==> src/rtl/serial_adder_pkg.sv <==
// Shared types and constants for the bit-serial adder/subtractor.
package serial_adder_pkg;

    localparam int unsigned STATE_W   = 2;
    localparam int unsigned MIN_WIDTH = 2;
    localparam int unsigned MAX_WIDTH = 64;

    typedef enum logic [STATE_W-1:0] {
        ST_IDLE = 2'd0,
        ST_RUN  = 2'd1,
        ST_DONE = 2'd2
    } state_t;

endpackage

==> src/rtl/serial_adder_fa_bit.sv <==
// Combinational one-bit full adder: the single arithmetic cell of the serial adder.
module fa_bit (
    input  logic a_in,
    input  logic b_in,
    input  logic c_in,
    output logic sum_out,
    output logic car_out
);

    assign sum_out = a_in ^ b_in ^ c_in;
    assign car_out = (a_in & b_in) | (a_in & c_in) | (b_in & c_in);

endmodule

==> src/rtl/serial_adder.sv <==
// Bit-serial adder/subtractor: operands are shifted LSB-first through one
// registered full-adder cell, producing a WIDTH-bit result after WIDTH cycles.
module serial_adder
    import serial_adder_pkg::*;
#(
    parameter int unsigned WIDTH = 8
) (
    input  logic             clk_in,
    input  logic             rst_n_in,
    input  logic             start_in,
    input  logic             sub_in,
    input  logic [WIDTH-1:0] a_in,
    input  logic [WIDTH-1:0] b_in,
    input  logic             c_in,
    output logic             busy_out,
    output logic             done_out,
    output logic [WIDTH-1:0] sum_out,
    output logic             car_out
);

    localparam int unsigned CNT_W = (WIDTH > 1) ? $clog2(WIDTH) : 1;
    localparam logic [CNT_W-1:0] CNT_LAST = CNT_W'(WIDTH - 1);

    state_t             state_q, state_d;
    logic [WIDTH-1:0]   a_q, a_d;
    logic [WIDTH-1:0]   b_q, b_d;
    logic [WIDTH-1:0]   sr_q, sr_d;
    logic [CNT_W-1:0]   cnt_q, cnt_d;
    logic               cy_q, cy_d;
    logic               busy_q, busy_d;
    logic               done_q, done_d;
    logic [WIDTH-1:0]   sum_q, sum_d;
    logic               car_q, car_d;

    logic               fa_sum;
    logic               fa_car;

    fa_bit u_fa_bit (
        .a_in    (a_q[0]),
        .b_in    (b_q[0]),
        .c_in    (cy_q),
        .sum_out (fa_sum),
        .car_out (fa_car)
    );

    // Next-state, datapath and registered-output logic.
    always_comb begin
        state_d = state_q;
        a_d     = a_q;
        b_d     = b_q;
        sr_d    = sr_q;
        cnt_d   = cnt_q;
        cy_d    = cy_q;
        done_d  = 1'b0;
        sum_d   = sum_q;
        car_d   = car_q;

        unique case (state_q)
            ST_IDLE: begin
                if (start_in) begin
                    // Subtraction is a + ~b + 1, so invert B and force carry-in.
                    a_d     = a_in;
                    b_d     = sub_in ? ~b_in : b_in;
                    cy_d    = sub_in ? 1'b1 : c_in;
                    cnt_d   = '0;
                    state_d = ST_RUN;
                end
            end
            ST_RUN: begin
                sr_d = {fa_sum, sr_q[WIDTH-1:1]};
                a_d  = {1'b0, a_q[WIDTH-1:1]};
                b_d  = {1'b0, b_q[WIDTH-1:1]};
                cy_d = fa_car;
                if (cnt_q == CNT_LAST) begin
                    sum_d   = {fa_sum, sr_q[WIDTH-1:1]};
                    car_d   = fa_car;
                    done_d  = 1'b1;
                    state_d = ST_DONE;
                end else begin
                    cnt_d = cnt_q + CNT_W'(1);
                end
            end
            ST_DONE: begin
                state_d = ST_IDLE;
            end
            default: begin
                state_d = ST_IDLE;
            end
        endcase

        busy_d = (state_d != ST_IDLE);
    end

    always_ff @(posedge clk_in or negedge rst_n_in) begin
        if (!rst_n_in) begin
            state_q <= ST_IDLE;
            a_q     <= '0;
            b_q     <= '0;
            sr_q    <= '0;
            cnt_q   <= '0;
            cy_q    <= 1'b0;
            busy_q  <= 1'b0;
            done_q  <= 1'b0;
            sum_q   <= '0;
            car_q   <= 1'b0;
        end else begin
            state_q <= state_d;
            a_q     <= a_d;
            b_q     <= b_d;
            sr_q    <= sr_d;
            cnt_q   <= cnt_d;
            cy_q    <= cy_d;
            busy_q  <= busy_d;
            done_q  <= done_d;
            sum_q   <= sum_d;
            car_q   <= car_d;
        end
    end

    assign busy_out = busy_q;
    assign done_out = done_q;
    assign sum_out  = sum_q;
    assign car_out  = car_q;

endmodule
==> config.mk <==
export PLATFORM = sky130hd
export DESIGN_NAME = serial_adder
export DESIGN_NICKNAME = d
export VERILOG_FILES = /design/src/rtl/serial_adder_pkg.sv /design/src/rtl/serial_adder_fa_bit.sv /design/src/rtl/serial_adder.sv
export SDC_FILE = /design/constraint.sdc
export NUM_CORES = 1
export LEC_CHECK = 0
export BUFFER_PORTS_ARGS = -buffer_cell sky130_fd_sc_hd__buf_2
export CAP_MARGIN = 20
export CORE_AREA = 2 2 77 79
export CTS_BUF_LIST = sky130_fd_sc_hd__clkbuf_8
export DETAILED_ROUTE_END_ITERATION = 10
export DIE_AREA = 0 0 79 81
export GPL_ROUTABILITY_DRIVEN = 0
export PLACE_DENSITY_LB_ADDON = 0.05
export REMOVE_ABC_BUFFERS = 1
export SETUP_SLACK_MARGIN = 0.05
export SLEW_MARGIN = 20
export SYNTH_ARGS = -nofsm -noshare
export SYNTH_HDL_FRONTEND = slang
export SYNTH_HIERARCHICAL = 1
export SYNTH_SLANG_ARGS = --single-unit
==> constraint.sdc <==
create_clock -name clk_in -period 2 [get_ports clk_in]
set_input_delay 0.1 -clock clk_in [delete_from_list [all_inputs] [get_ports clk_in]]
set_output_delay 0.1 -clock clk_in [all_outputs]
set_load 0.02 [all_outputs]
==> results.md <==
- Run status: completed
- Via count of the first global-routing pass: ~1,300
- Highest routed layer: met4
- Most used flip-flop cell after synthesis: sky130_fd_sc_hd__dfrtp_1
- Overall fraction of global-route tracks in use: approximately 13%
- CP top delay family: adder cells
- Max stage delay cell, worst path: sky130_fd_sc_hd__dfrtp_1
- DR vias: 1,301
- Number of storage elements in the synthesis netlist: 40
- WL/cell: 14.7 microns
- Share of the synthesized area in the top cell type: a little over half
- Fmax achieved: roughly 0.62 GHz
- TritonRoute pass-1 iters: 4
- Sum of met3 wire segment lengths after detailed routing: about 150 microns
- Final critical delay including setup and external delays: 1.61 ns
- Die extent in x: between 70 and 80 microns
- Power per unit of standard cell area: roughly 1500 nW/um^2
- Yosys warning total: 6
- Final hold violation count: 0
- Initial drt markers: 60
- Max capacitance violation total: 0
- Max_slew headroom: 67.9%
- Post-DP HPWL: around 2.8 mm
- Post-cts gate resize count: 0
- H-tree Lvls: 2
- Area leader, netlist: sky130_fd_sc_hd__dfrtp_1
- Rows: 28
- Sequential cell area fraction in the yosys report: about 54%
- Series of cell instances along the critical path: ha_1 -> ha_1 -> nand2b_1 -> a21o_1 -> mux2_2
- TritonCTS Sinks: 40
- Overall die height: between 80 and 90 microns
- Register clock-pin slew on the reported worst setup and hold paths: roughly 0.080 ns
- Crit-path max cell delay: 0.39 ns
- Multi-input gate area: roughly 800 sq um
- Antenna violations before repair: 0
- DRT met1 WL: 1.85 mm
- Number of placed instances, taps included: 260
- Most used cell, CP: sky130_fd_sc_hd__ha_1
- Post-route non-filler standard cell count: between 200 and 300
- Endpoint class of the critical path: flip-flop
- Drt total wl: a little under 4 mm
- Ratio of cells with drive above 1 in the final layout: roughly a third
- CTS max path bufs: 2
- Unrepaired setup endpoints after global routing: no
- Core box area: about 5700 sq um
- Number of fill cells in the layout: between 500 and 600
- Number of unique standard cell types used by synthesis: 26
- Number of enable-type register cells in the synthesized netlist: 0
- Static leakage: between 0.001 and 0.0015 uW
- Worst Path Required: about 2.2 ns
- Effective utilization at floorplan: around a third
- Via/cell ratio: between 4 and 5
- Post-layout net count: 217
- GRT overflow: 0
- Sequential cell area in the final layout: about 1000 sq um
- Combined area of all synthesized cells: approximately 1900 sq um
- Die outline area: about 6400 sq um
- Top post-synthesis cells by count: sky130_fd_sc_hd__dfrtp_1, sky130_fd_sc_hd__a22oi_1, sky130_fd_sc_hd__a21oi_1, sky130_fd_sc_hd__o21ai_0, sky130_fd_sc_hd__nor2b_1
- Ranking of synthesized cells by area: sky130_fd_sc_hd__dfrtp_1, sky130_fd_sc_hd__a22oi_1, sky130_fd_sc_hd__mux2_4
- Final total negative setup slack: 0 ns
- Final Setup Violations: 0
- Setup clock skew after layout: 0.00695 ns
- Async SR Flop Fraction: 100%
- Worst supply voltage drop on vdd: approximately 650 uV
- Final clock period utilization by the worst path: 80.7%
- Most frequently used cell type in the post-synthesis netlist: sky130_fd_sc_hd__dfrtp_1
- CP max FO: 4
- Ports placed on the boundary: 32
- Path class of the lowest-slack min-delay path: primary input to flip-flop
- Gate Count Post-Synth: approximately 160
- Critical Path AT: roughly 1.8 ns
- Antenna diode count: 0
- Mean cell area of the mapped netlist: between 10 and 15 sq um
- Wire length of the first global-routing pass: 6.49 mm
- Number of clock buffers inserted by TritonCTS: 5
- Insertion delay to the later sink of the worst-skew pair: 0.29 ns
- Total length of routed met2 wires: 1.89 mm
- Overall power of the completed layout: ~3400 uW
- Master cell of the clock root buffer: sky130_fd_sc_hd__clkbuf_8
- Maximum number of pins on one net before global-route repair: 20
- Startpoint type of the worst setup path: flip-flop
- DRC errors left: 0
- Layout area overhead: 20.6%
- Final max-slew violation count: 0
- CP Buf/Inv Count: 0
- TritonCTS clock tree: built
- Pin slew with the least headroom to its limit: about 0.48 ns
- Core Util, Final: 39.7%
- Count of antenna-violating nets left after detailed routing: 0
- Crit Path Class: flip-flop to flip-flop
- Total of buffers placed on input and output ports: 31
-- cell usage in the layout, fill, tap and decap left out, drive strengths merged, types with 3 or more instances in the layout --
| cell type | Yosys | routed |
|---|---|---|
| inv | 3 | 3 |
| buf | 8 | 39 |
| dfrtp | 40 | 40 |
| xor2 | 8 | 8 |
| a21oi | 11 | 11 |
| nor2b | 11 | 11 |
| a22oi | 20 | 20 |
| o21ai | 11 | 11 |
| nor3b | 3 | 3 |
| clkbuf | 1 | 6 |
| nand2 | 10 | 10 |
| mux2 | 17 | 17 |
-- final timing paths --
path | depth (start not counted) | startpoint | endpoint | slack, ns
max | 5 | cnt_q[0] | cnt_q[0] | 0.39
min | 3 | a_in[5] | a_q[5] | 0.09
max reg2reg | 5 | cnt_q[0] | cnt_q[0] | 0.39
min reg2reg | 1 | sum_out[0] | sum_out[0] | 0.49
max in group asynchronous | 3 | rst_n_in | b_q[5] | 1.17
min in group asynchronous | 2 | rst_n_in | sum_out[4] | 0.26
-- layout make-up --
| type | count | area share (%) |
|---|---|---|
| sequential | 40 | 44.4 |
| timing repair buffer | 40 | 10.0 |
| inverter | 3 | 0.500 |
| clock buffer | 6 | 3.67 |
| tap | 75 | 4.17 |
| clock inverter | 2 | 1.72 |
| multi-input combinational | 103 | 35.5 |
-- tightest hold or removal path, cell delays in order --
cell	delay, ns
sky130_fd_sc_hd__buf_2	0.07
sky130_fd_sc_hd__a21oi_1	0.04
sky130_fd_sc_hd__o21ai_0	0.13
-- sequential cells by signal, summed over array words and instances, names as in the netlist --
name and count:
a_q 8, b_q 8, sum_out 8, sr_q 7
cnt_q 3, state_q 2, busy_out 1, car_out 1
cy_q 1, done_out 1
-- timing repair --
item	CTS	global route
setup buffers	0	0
hold endpoints to repair	14	0
hold buffers	1	0
-- where the power goes --
part | leakage [uW] | total (uW) | switching [uW] | internal (uW)
Combinational | 0.000516 | 1300 | 658 | 644
Sequential | 0.000488 | 1400 | 230 | 1170
Clock | 0.0000614 | 698 | 290 | 408
Total | 0.00107 | 3400 | 1180 | 2220
-- per-stage QoR --
stage	worst slack (ns)	instance area [sq um]	hold slack (ns)
floorplan	0.0483	1810	-0.196
global placement	0.456	2120	0.0437
detailed placement	0.398	2120	0.0466
CTS	0.380	2250	0.0893
global route	0.312	2250	0.0892
finish	0.387	2250	0.0939
-- routing by layer --
layer / vias to the layer above / track usage [%]
met3: 6 / 3.78
met2: 25 / 21.2
met5: - / 0
met4: 0 / 5.34
met1: 646 / 17.6
li1: 624 / -
-- kinds of logic (layout without fill, tap and decap cells) --
| group | Yosys count | in the layout | share of synthesized area [%] |
|---|---|---|---|
| xor gates and xnor gates | 8 | 8 | 3.75 |
| and+or+nand+nor | 30 | 30 | 9.71 |
| AOI/OAI and AO/OA | 45 | 45 | 15.3 |
| muxes | 17 | 17 | 11.7 |
| buffers and inverters | 12 | 51 | 3.62 |
| adders and majority gates | 3 | 3 | 2.41 |
| DFF | 40 | 40 | 53.6 |
(Power assumes the default switching activity.)
